<file path="src/rtl/mc_alu_control.sv">
// Multicycle ARM-subset control unit: FSM sequencing, ALU decode, condition check and NZCV flags.
// Optional macro ALU_EXT_EN enables the EOR, MOV, CMP and TST commands.
module mc_alu_control #(
    parameter int unsigned FETCH_WAIT = 0,
    parameter int unsigned MEM_WAIT   = 0
) (
    input  logic       clk,
    input  logic       reset,
    input  logic [3:0] Cond,
    input  logic [1:0] Op,
    input  logic [5:0] Funct,
    input  logic [3:0] Rd,
    input  logic [3:0] ALUFlags,
    output logic       PCWrite,
    output logic       MemWrite,
    output logic       RegWrite,
    output logic       IRWrite,
    output logic       AdrSrc,
    output logic [1:0] ALUSrcA,
    output logic [1:0] ALUSrcB,
    output logic [1:0] ResultSrc,
    output logic [1:0] ImmSrc,
    output logic [1:0] RegSrc,
    output logic [2:0] ALUControl,
    output logic [3:0] Flags,
    output logic       Busy
);

    typedef enum logic [3:0] {
        StFetch,
        StDecode,
        StMemAdr,
        StMemRd,
        StMemWb,
        StMemWr,
        StExecR,
        StExecI,
        StAluWb,
        StBranch
    } state_e;

    localparam logic [3:0] FetchLast = 4'(FETCH_WAIT);
    localparam logic [3:0] MemLast   = 4'(MEM_WAIT);

    state_e     state_q, state_d;
    logic [3:0] cnt_q, cnt_d;
    logic [3:0] flags_q;
    logic       cond_ex, cond_ex_q;

    logic       cmd_ok, cmd_wb, cmd_cv, cmd_cmp;
    logic [2:0] alu_op;
    logic       in_exec, flag_we;

    logic fn, fz, fc, fv;
    assign {fn, fz, fc, fv} = flags_q;

    always_comb begin
        cond_ex = 1'b0;
        unique case (Cond)
            4'b0000: cond_ex = fz;
            4'b0001: cond_ex = ~fz;
            4'b0010: cond_ex = fc;
            4'b0011: cond_ex = ~fc;
            4'b0100: cond_ex = fn;
            4'b0101: cond_ex = ~fn;
            4'b0110: cond_ex = fv;
            4'b0111: cond_ex = ~fv;
            4'b1000: cond_ex = fc & ~fz;
            4'b1001: cond_ex = ~fc | fz;
            4'b1010: cond_ex = (fn == fv);
            4'b1011: cond_ex = (fn != fv);
            4'b1100: cond_ex = ~fz & (fn == fv);
            4'b1101: cond_ex = fz | (fn != fv);
            4'b1110: cond_ex = 1'b1;
            default: cond_ex = 1'b0;
        endcase
    end

    always_comb begin
        cmd_ok  = 1'b0;
        cmd_wb  = 1'b0;
        cmd_cv  = 1'b0;
        cmd_cmp = 1'b0;
        alu_op  = 3'b000;
        case (Funct[4:1])
            4'b0100: begin cmd_ok = 1'b1; cmd_wb = 1'b1; cmd_cv = 1'b1; alu_op = 3'b000; end
            4'b0010: begin cmd_ok = 1'b1; cmd_wb = 1'b1; cmd_cv = 1'b1; alu_op = 3'b001; end
            4'b0000: begin cmd_ok = 1'b1; cmd_wb = 1'b1; alu_op = 3'b010; end
            4'b1100: begin cmd_ok = 1'b1; cmd_wb = 1'b1; alu_op = 3'b011; end
`ifdef ALU_EXT_EN
            4'b0001: begin cmd_ok = 1'b1; cmd_wb = 1'b1; alu_op = 3'b100; end
            4'b1101: begin cmd_ok = 1'b1; cmd_wb = 1'b1; alu_op = 3'b101; end
            4'b1010: begin cmd_ok = 1'b1; cmd_cv = 1'b1; cmd_cmp = 1'b1; alu_op = 3'b001; end
            4'b1000: begin cmd_ok = 1'b1; cmd_cmp = 1'b1; alu_op = 3'b010; end
`endif
            default: ;
        endcase
    end

    assign in_exec = (state_q == StExecR) || (state_q == StExecI);
    // Compares always set N/Z; S bit is ignored for them.
    assign flag_we = in_exec && cmd_ok && (Funct[0] || cmd_cmp) && cond_ex;

    always_comb begin
        state_d    = state_q;
        cnt_d      = cnt_q;
        PCWrite    = 1'b0;
        MemWrite   = 1'b0;
        RegWrite   = 1'b0;
        IRWrite    = 1'b0;
        AdrSrc     = 1'b0;
        ALUSrcA    = 2'b00;
        ALUSrcB    = 2'b00;
        ResultSrc  = 2'b00;
        ALUControl = 3'b000;
        Busy       = 1'b0;
        unique case (state_q)
            StFetch: begin
                if (cnt_q == FetchLast) begin
                    IRWrite   = 1'b1;
                    PCWrite   = 1'b1;
                    ALUSrcA   = 2'b01;
                    ALUSrcB   = 2'b10;
                    ResultSrc = 2'b10;
                    cnt_d     = 4'd0;
                    state_d   = StDecode;
                end else begin
                    Busy  = 1'b1;
                    cnt_d = cnt_q + 4'd1;
                end
            end
            StDecode: begin
                ALUSrcA   = 2'b01;
                ALUSrcB   = 2'b10;
                ResultSrc = 2'b10;
                unique case (Op)
                    2'b01:   state_d = StMemAdr;
                    2'b00:   state_d = Funct[5] ? StExecI : StExecR;
                    2'b10:   state_d = StBranch;
                    default: state_d = StFetch;
                endcase
            end
            StMemAdr: begin
                ALUSrcB = 2'b01;
                state_d = Funct[0] ? StMemRd : StMemWr;
            end
            StMemRd: begin
                AdrSrc = 1'b1;
                if (cnt_q == MemLast) begin
                    cnt_d   = 4'd0;
                    state_d = StMemWb;
                end else begin
                    Busy  = 1'b1;
                    cnt_d = cnt_q + 4'd1;
                end
            end
            StMemWb: begin
                ResultSrc = 2'b01;
                RegWrite  = cond_ex;
                state_d   = StFetch;
            end
            StMemWr: begin
                AdrSrc   = 1'b1;
                MemWrite = cond_ex;
                state_d  = StFetch;
            end
            StExecR, StExecI: begin
                ALUSrcB    = (state_q == StExecI) ? 2'b01 : 2'b00;
                ALUControl = alu_op;
                state_d    = (cmd_ok && cmd_wb) ? StAluWb : StFetch;
            end
            StAluWb: begin
                // Condition captured in EXEC, before any flag update this instruction made.
                RegWrite = cond_ex_q;
                PCWrite  = cond_ex_q && (Rd == 4'hf);
                state_d  = StFetch;
            end
            StBranch: begin
                ALUSrcA   = 2'b10;
                ALUSrcB   = 2'b01;
                ResultSrc = 2'b10;
                PCWrite   = cond_ex;
                state_d   = StFetch;
            end
            default: state_d = StFetch;
        endcase

        ImmSrc = Op;
        RegSrc = {Op == 2'b01, Op == 2'b10};

        if (!reset) begin
            PCWrite    = 1'b0;
            MemWrite   = 1'b0;
            RegWrite   = 1'b0;
            IRWrite    = 1'b0;
            AdrSrc     = 1'b0;
            ALUSrcA    = 2'b00;
            ALUSrcB    = 2'b00;
            ResultSrc  = 2'b00;
            ImmSrc     = 2'b00;
            RegSrc     = 2'b00;
            ALUControl = 3'b000;
            Busy       = 1'b0;
        end
    end

    always_ff @(posedge clk) begin
        if (!reset) begin
            state_q   <= StFetch;
            cnt_q     <= 4'd0;
            flags_q   <= 4'b0000;
            cond_ex_q <= 1'b0;
        end else begin
            state_q   <= state_d;
            cnt_q     <= cnt_d;
            cond_ex_q <= cond_ex;
            if (flag_we) begin
                flags_q[3:2] <= ALUFlags[3:2];
                if (cmd_cv) begin
                    flags_q[1:0] <= ALUFlags[1:0];
                end
            end
        end
    end

    assign Flags = flags_q;

endmodule

</file>
<file path="config.mk">
export PLATFORM = sky130hd
export DESIGN_NAME = mc_alu_control
export DESIGN_NICKNAME = d
export VERILOG_FILES = /design/src/rtl/mc_alu_control.sv
export SDC_FILE = /design/constraint.sdc
export NUM_CORES = 1
export LEC_CHECK = 0
export BUFFER_PORTS_ARGS = -buffer_cell sky130_fd_sc_hd__buf_2
export CORE_ASPECT_RATIO = 1.5
export CORE_MARGIN = 1
export CORE_UTILIZATION = 43
export CTS_BUF_LIST = sky130_fd_sc_hd__clkbuf_16
export CTS_CLUSTER_SIZE = 24
export DETAILED_ROUTE_END_ITERATION = 8
export PLACE_DENSITY = 0.75
export SLEW_MARGIN = 20
export SYNTH_ARGS = -nofsm -noshare
export SYNTH_HDL_FRONTEND = slang
export SYNTH_SLANG_ARGS = --single-unit
</file>
<file path="constraint.sdc">
create_clock -name clk -period 1.99 [get_ports clk]
set_clock_uncertainty 0.1 [all_clocks]
set_input_delay 0.0995 -clock clk [delete_from_list [all_inputs] [get_ports clk]]
set_output_delay 0.0995 -clock clk [all_outputs]
set_load 0.1 [all_outputs]
</file>
==> results of run 1 <==
==> layout make-up <==
type | instances | area (µm²) | area share [%]
inverters | 3 | 11.3 | 0.535
repair buffers | 71 | 632 | 30.0
flip-flops and latches | 13 | 280 | 13.3
clock inverters | 1 | 5.00 | 0.238
clock buffers | 3 | 75.1 | 3.57
multi-input cells | 121 | 1070 | 50.9
well taps | 24 | 30.0 | 1.43
==> logic make-up (layout without fill, tap and decap cells) <==
group	after synthesis	count (layout)	synth area share [%]
adders and majority gates	2	2	2.20
DFF	13	13	22.9
and+or+nand+nor	79	79	40.2
xor gates and xnor gates	9	9	6.93
buffers and inverters	14	78	5.17
muxes	8	8	7.48
other	1	1	0.330
AOI/OAI and AO/OA	22	22	14.9
==> synth_stat cells, types with 2 or more instances <==
master    instances  area (µm²)
nand2_1          15        56.3
dfxtp_1          13         260
nor2_1           13        48.8
and2_1            7        43.8
clkbuf_1          7        26.3
mux2i_1           7        70.1
nand2b_1          6        37.5
nor2b_1           6        37.5
nor3_1            6        30.0
xor2_1            5        43.8
a21oi_1           4        20.0
and3_1            4        25.0
nor3b_1           4        30.0
xnor2_1           4        35.0
inv_1             3        11.3
a22oi_1           2        15.0
buf_2             2        10.0
ha_1              2        25.0
nand3_1           2        10.0
nand4_1           2        12.5
nand4b_1          2        17.5
nor4_1            2        12.5
nor4b_1           2        17.5
o21a_1            2        15.0
o21ai_0           2        10.0
or3b_2            2        17.5
==> through the flow <==
step | cells | util (%) | setup slack (ns)
2_1_floorplan | 148 | - | -0.285
3_3_place_gp | 222 | 73.4 | -0.0742
3_5_place_dp | 222 | 73.4 | -0.125
4_1_cts | 232 | 82.1 | -0.155
5_1_grt | 236 | 84.9 | -0.340
6_report | 236 | 84.9 | -0.286
==> layer usage <==
metal / vias to the layer above / track usage (%) / part of all wire, %
met3: 13 / 3.62 / 4.3
met1: 633 / 26.9 / 36
met5: - / 0 / 0
met2: 53 / 50.6 / 56
met4: 0 / 10.6 / 3.6
li1: 654 / - / -
==> state kept, by name, indices dropped and copies added (netlist names) <==
name	flops
Flags	4
cnt_q	4
cond_ex_q	1
state_q	4
==> power by group through the flow <==
stage / logic [W] / registers (W) / clock network (W)
6_report: 0.000503 / 0.000277 / 0.000387
5_1_grt: 0.000525 / 0.000278 / 0.000396
4_1_cts: 0.000491 / 0.000276 / 0.000386
3_5_place_dp: 0.000471 / 0.000280 / 0
3_3_place_gp: 0.000462 / 0.000280 / 0
2_1_floorplan: 0.000315 / 0.000272 / 0
==> worst reg2reg max path, cell delays in order, from the launching register on <==
cell and delay, ns:
dfxtp_2 0.34, nand2b_4 0.05, or4_4 0.48, or4_4 0.54, a31oi_4 0.20, mux2i_1 0.21
==> final timing paths <==
check / from / end / depth (start not counted)
max: cnt_q[1]$_SDFFE_PN0N_ / PCWrite / 8
min: ALUFlags[3] / Flags[3]$_SDFFE_PN0P_ / 3
max reg2reg: state_q[2]$_SDFFE_PN0P_ / Flags[1]$_SDFFE_PN0P_ / 5
min reg2reg: Flags[1]$_SDFFE_PN0P_ / Flags[1]$_SDFFE_PN0P_ / 2
==> repair_timing <==
action,in CTS,in global routing
pin swaps,4,5
setup endpoints to repair,6,12
setup buffers,6,4
resized for setup,17,10
hold buffers,0,0
cloned,0,0
==> out/qor.yml, run 1 <==
syn_to_final_growth_pct: 85.0
p_total_w: 0.00117
ant_nets: 0
hp-class: "primary input to register"
numCtsBuffers: 3
cp-end-kind: "output pin"
grt_pass1_vias: 1264
grt_overflow: 0
report.final.slew_viol_count: 0
critPathSlowestCell: "or3b_4"
crit_buf_inv: 2
worst_ep_required_time_ns: 1.79
power.switching_w: 0.000444
fin_crit_sh_pct: 114
synth_cell_types: 48
layout-drive-gt1-share_pct: 58.0
status: "finished, violations left"
grtUsageTotal_pct: 26.2
synth_area_per_cell_um2: 7.68
antennaDiodeCount: 0
remaining_drc_errors: 5
htree_levels: 1
cp.arrival_ns: 2.08
yosysSeqAreaShare_pct: 22.9
die_area_um2: 2860
finalSetupTns_ns: -0.653
post_dp_cell_area_um2: 1820
fmax_mhz: 439
wl_per_cell_um: 16.8
cts_buffer_depth: 2
nets: 237
postRouteWirelength_mm: 3.97
rrSetupSlack_ns: -0.01
yosys_register_bits: 13
synthArstFlopShare_pct: 0
final_area_um2: 2100
synth_edf_count: 0
cts_tree: "built"
peakVddDrop_mv: 0.647
critical_path.max_stage_delay_ns: 0.38
final_common_cell: "buf_2"
drtIter0Drc: 34
worst-path-max-fanout: 2
rsz0062_at_grt: "yes"
fp.dieH_um: 65.0
antenna_found_initial: 0
rows: 22
postSynthCellCount: 148
p_clk_share_pct: 33.2
failed_checks: "design-rule violations, negative setup slack"
swShare_pct: 38.1
clk_latency_ns: 0.25
share_seq_of_total_power_pct: 23.7
grt_pass1_wl_mm: 5.57
viasPerCell: 5.73
io_buffers: 43
critPathLaunchType: "register"
p_leak_nw: 0.906
drtPass1Iterations: 6
synth_area_um2: 1140
num-fill-cells: 130
grt_max_degree: 22
setup_ws_ns: -0.286
cp_cell_sequence: "inv_2 -> ha_4 -> or3b_4 -> o22a_1 -> nor2_2 -> o2111a_1 -> o21a_2 -> buf_12"
p_per_area_nw_per_um2: 555
gp_congestion: 0.861
core_um2: 2480
final_cell_mix: "30 x buf_2, 25 x buf_4, 14 x nand2_1"
timing_worst_setup_path_type: "register to output pin"
route.vias.total: 1353
die_width_um: 44.0
path_clk_slew_ns: 0.05
setup_viol: 8
dpl.hpwl_mm: 2.50
p_int_w: 0.000723
synth-warning-count: 0
ctsRootBufferMaster: "clkbuf_16"
finalCriticalPeriod_ns: 2.28
clock-sinks: 13
synth_flop_cell: "dfxtp_1"
hold_viol_final: 0
critPathTopFamily: "compound AO/OA/AOI/OAI gates"
combPwrFrac_pct: 43.1
ioPinCount: 45
synthesis.nets: 172
worst_hold_slack_ns: 0.0179
start_util_pct: 45.9
max_cap_viol_count: 0
Power figures use the tool's default switching activity.
==> run 2: changes to the inputs <==
--- a/config.mk
+++ b/config.mk
@@ -13,6 +13,7 @@
 export CTS_CLUSTER_SIZE = 24
 export DETAILED_ROUTE_END_ITERATION = 8
 export PLACE_DENSITY = 0.75
+export SKIP_LAST_GASP = 1
 export SLEW_MARGIN = 20
 export SYNTH_ARGS = -nofsm -noshare
 export SYNTH_HDL_FRONTEND = slang
==> run 2 against run 1 <==
- the flow still finishes with violations (design-rule violations, negative setup slack)
- die area did not move
- critical path depth did not move
- combinational power barely moved
- critical path type unchanged
- worst hold slack got worse by 0.0050 ns
- total power barely moved
- count of clock-buffer cells in the layout did not move
- register-to-register slack got worse by 0.02 ns
- flip-flop and latch count did not move
- final area fell by 0.59%
- clock power barely moved
==> out/qor.yml, run 2 (synthesized netlist as in run 1, its figures left out) <==
ioPinCount: 45  # unchanged
hold_end: "Flags[3]$_SDFFE_PN0P_"
drtIter0Drc: 60  # +76%
r2r_end: "Flags[1]$_SDFFE_PN0P_"
rsz0062_at_grt: "yes"
rows: 22  # unchanged
rrSetupSlack_ns: -0.03  # -0.02 ns
ctsRootBufferMaster: "clkbuf_16"
cts_tree: "built"
drtPass1Iterations: 6  # unchanged
cp-end-kind: "output pin"
r2r-start: "state_q[2]$_SDFFE_PN0P_"
final_common_cell: "buf_2"
clock-sinks: 13  # unchanged
crit_buf_inv: 2  # unchanged
utilization_pct: 84.4  # -0.51 points
fin_cells: 236  # unchanged
cts_buffer_depth: 2  # unchanged
p_leak_nw: 0.907  # +0.13%
report.final.slew_viol_count: 0  # unchanged
grtUsageTotal_pct: 26.6  # +0.32 points
worst-path-max-fanout: 2  # unchanged
critPathLaunchType: "register"
fin_crit_sh_pct: 114  # -0.25 points
antennaDiodeCount: 0  # unchanged
hp-start: "ALUFlags[3]"
grt_max_degree: 22  # unchanged
critical_path.max_stage_delay_ns: 0.38  # about the same
grt_pass1_vias: 1277  # +1.0%
final_area_um2: 2090  # -0.59%
place_inst: 222  # unchanged
timing_worst_setup_path_type: "register to output pin"
clk_latency_ns: 0.25  # about the same
failed_checks: "design-rule violations, negative setup slack"
peakVddDrop_mv: 0.652  # +0.89%
layout-drive-gt1-share_pct: 57.5  # -0.47 points
fp.dieH_um: 65.0  # unchanged
postRouteWirelength_mm: 4.03  # +1.6%
route.vias.total: 1381  # +2.1%
viasPerCell: 5.85  # +2.1%
ctsHoldBuffers: 0  # unchanged
grt_pass1_wl_mm: 5.65  # +1.5%
fmax_mhz: 440  # +0.22%
max_cap_viol_count: 0  # unchanged
start_util_pct: 45.9  # unchanged
die_area_um2: 2860  # unchanged
gp_congestion: 0.861  # unchanged
nets: 237  # unchanged
setup_viol: 8  # unchanged
ant_nets: 0  # unchanged
numCtsBuffers: 3  # unchanged
finalCriticalPeriod_ns: 2.27  # -0.00501 ns
grt_overflow: 0  # unchanged
cp.arrival_ns: 2.07  # about the same
setup_ws_ns: -0.281  # +0.00501 ns
rr_worst_depth: 5  # unchanged
p_per_area_nw_per_um2: 558  # +0.65%
worst_ep_required_time_ns: 1.79  # about the same
cp_cell_sequence: "inv_2 -> ha_4 -> or3b_4 -> o22a_1 -> nor2_2 -> o2111a_1 -> o21a_2 -> buf_12"
final_cell_mix: "30 x buf_2, 26 x buf_4, 14 x nand2_1"
die_width_um: 44.0  # unchanged
path_clk_slew_ns: 0.05  # about the same
core_um2: 2480  # unchanged
critPathTopFamily: "compound AO/OA/AOI/OAI gates"
holdPathStages: 3  # unchanged
htree_levels: 1  # unchanged
p_total_w: 0.00117  # about the same
syn_to_final_growth_pct: 83.9
antenna_found_initial: 0  # unchanged
io_buffers: 43  # unchanged
dpl.hpwl_mm: 2.50  # unchanged
remaining_drc_errors: 5  # unchanged
post_dp_cell_area_um2: 1820  # unchanged
hold_viol_final: 0  # unchanged
wl_per_cell_um: 17.1  # +1.6%
hp-class: "primary input to register"
critPathSlowestCell: "or3b_4"
status: "finished, violations left"
## run 2: cell counts in the layout (fill, tap and decap cells not counted)
No cell type changed its count.
## run 2: timing repair
action | CTS | global route
setup buffers | 6 | 4
resized for setup | 15 | 9
endpoints found under the setup margin | 6 | 12
pin swaps | 4 | 3
## run 2: how the worst max path moves through the flow
stage / start / to / slack, ns / cells past startpoint
after CTS: cnt_q[0]$_SDFFE_PN0N_ / PCWrite / -0.16 / 8
final: cnt_q[1]$_SDFFE_PN0N_ / PCWrite / -0.28 / 8
after floorplan: Flags[0]$_SDFFE_PN0P_ / MemWrite / -0.28 / 5
after global placement: Funct[3] / Flags[0]$_SDFFE_PN0P_ / -0.07 / 6
after detailed placement: Funct[3] / Flags[0]$_SDFFE_PN0P_ / -0.13 / 6
after global routing: cnt_q[1]$_SDFFE_PN0N_ / PCWrite / -0.34 / 8
## run 2: metal layers
| layer | share of wire (%) | wire length, µm | vias to the layer above | track usage [%] |
|---|---|---|---|---|
| li1 | - | - | 657 | - |
| met1 | 34 | 1360 | 642 | 26.8 |
| met2 | 56 | 2260 | 65 | 51.7 |
| met3 | 6.0 | 240 | 17 | 3.62 |
| met4 | 4.1 | 167 | 0 | 10.6 |
| met5 | 0 | 0 | - | 0 |
## run 2: final cells by class
| type | instances | area, µm² |
|---|---|---|
| inverter | 3 | 11.3 |
| clock buffer | 3 | 75.1 |
| timing repair buffer | 71 | 623 |
| tap | 24 | 30.0 |
| sequential | 13 | 280 |
| clock inverter | 1 | 5.00 |
| fill | 129 | 385 |
| multi-input combinational | 121 | 1070 |
## run 2: through the flow
step           worst slack [ns]  hold WS, ns  TNS (ns)
2_1_floorplan            -0.285        0.131    -0.703
3_3_place_gp            -0.0742        0.243    -0.146
3_5_place_dp             -0.125        0.255    -0.276
4_1_cts                  -0.155       0.0120    -0.426
5_1_grt                  -0.340       0.0258     -1.09
6_report                 -0.281       0.0128    -0.736
## run 2: worst min-delay path, cell delays in order
cell     delay (ns)
buf_2          0.10
nand2_1        0.05
mux2i_1        0.07
## run 2: report_power, final
group | leakage (nW) | switching, W | internal, W
logic | 0.756 | 0.000314 | 0.000190
registers | 0.110 | 0.0000115 | 0.000265
clock network | 0.0409 | 0.000120 | 0.000268
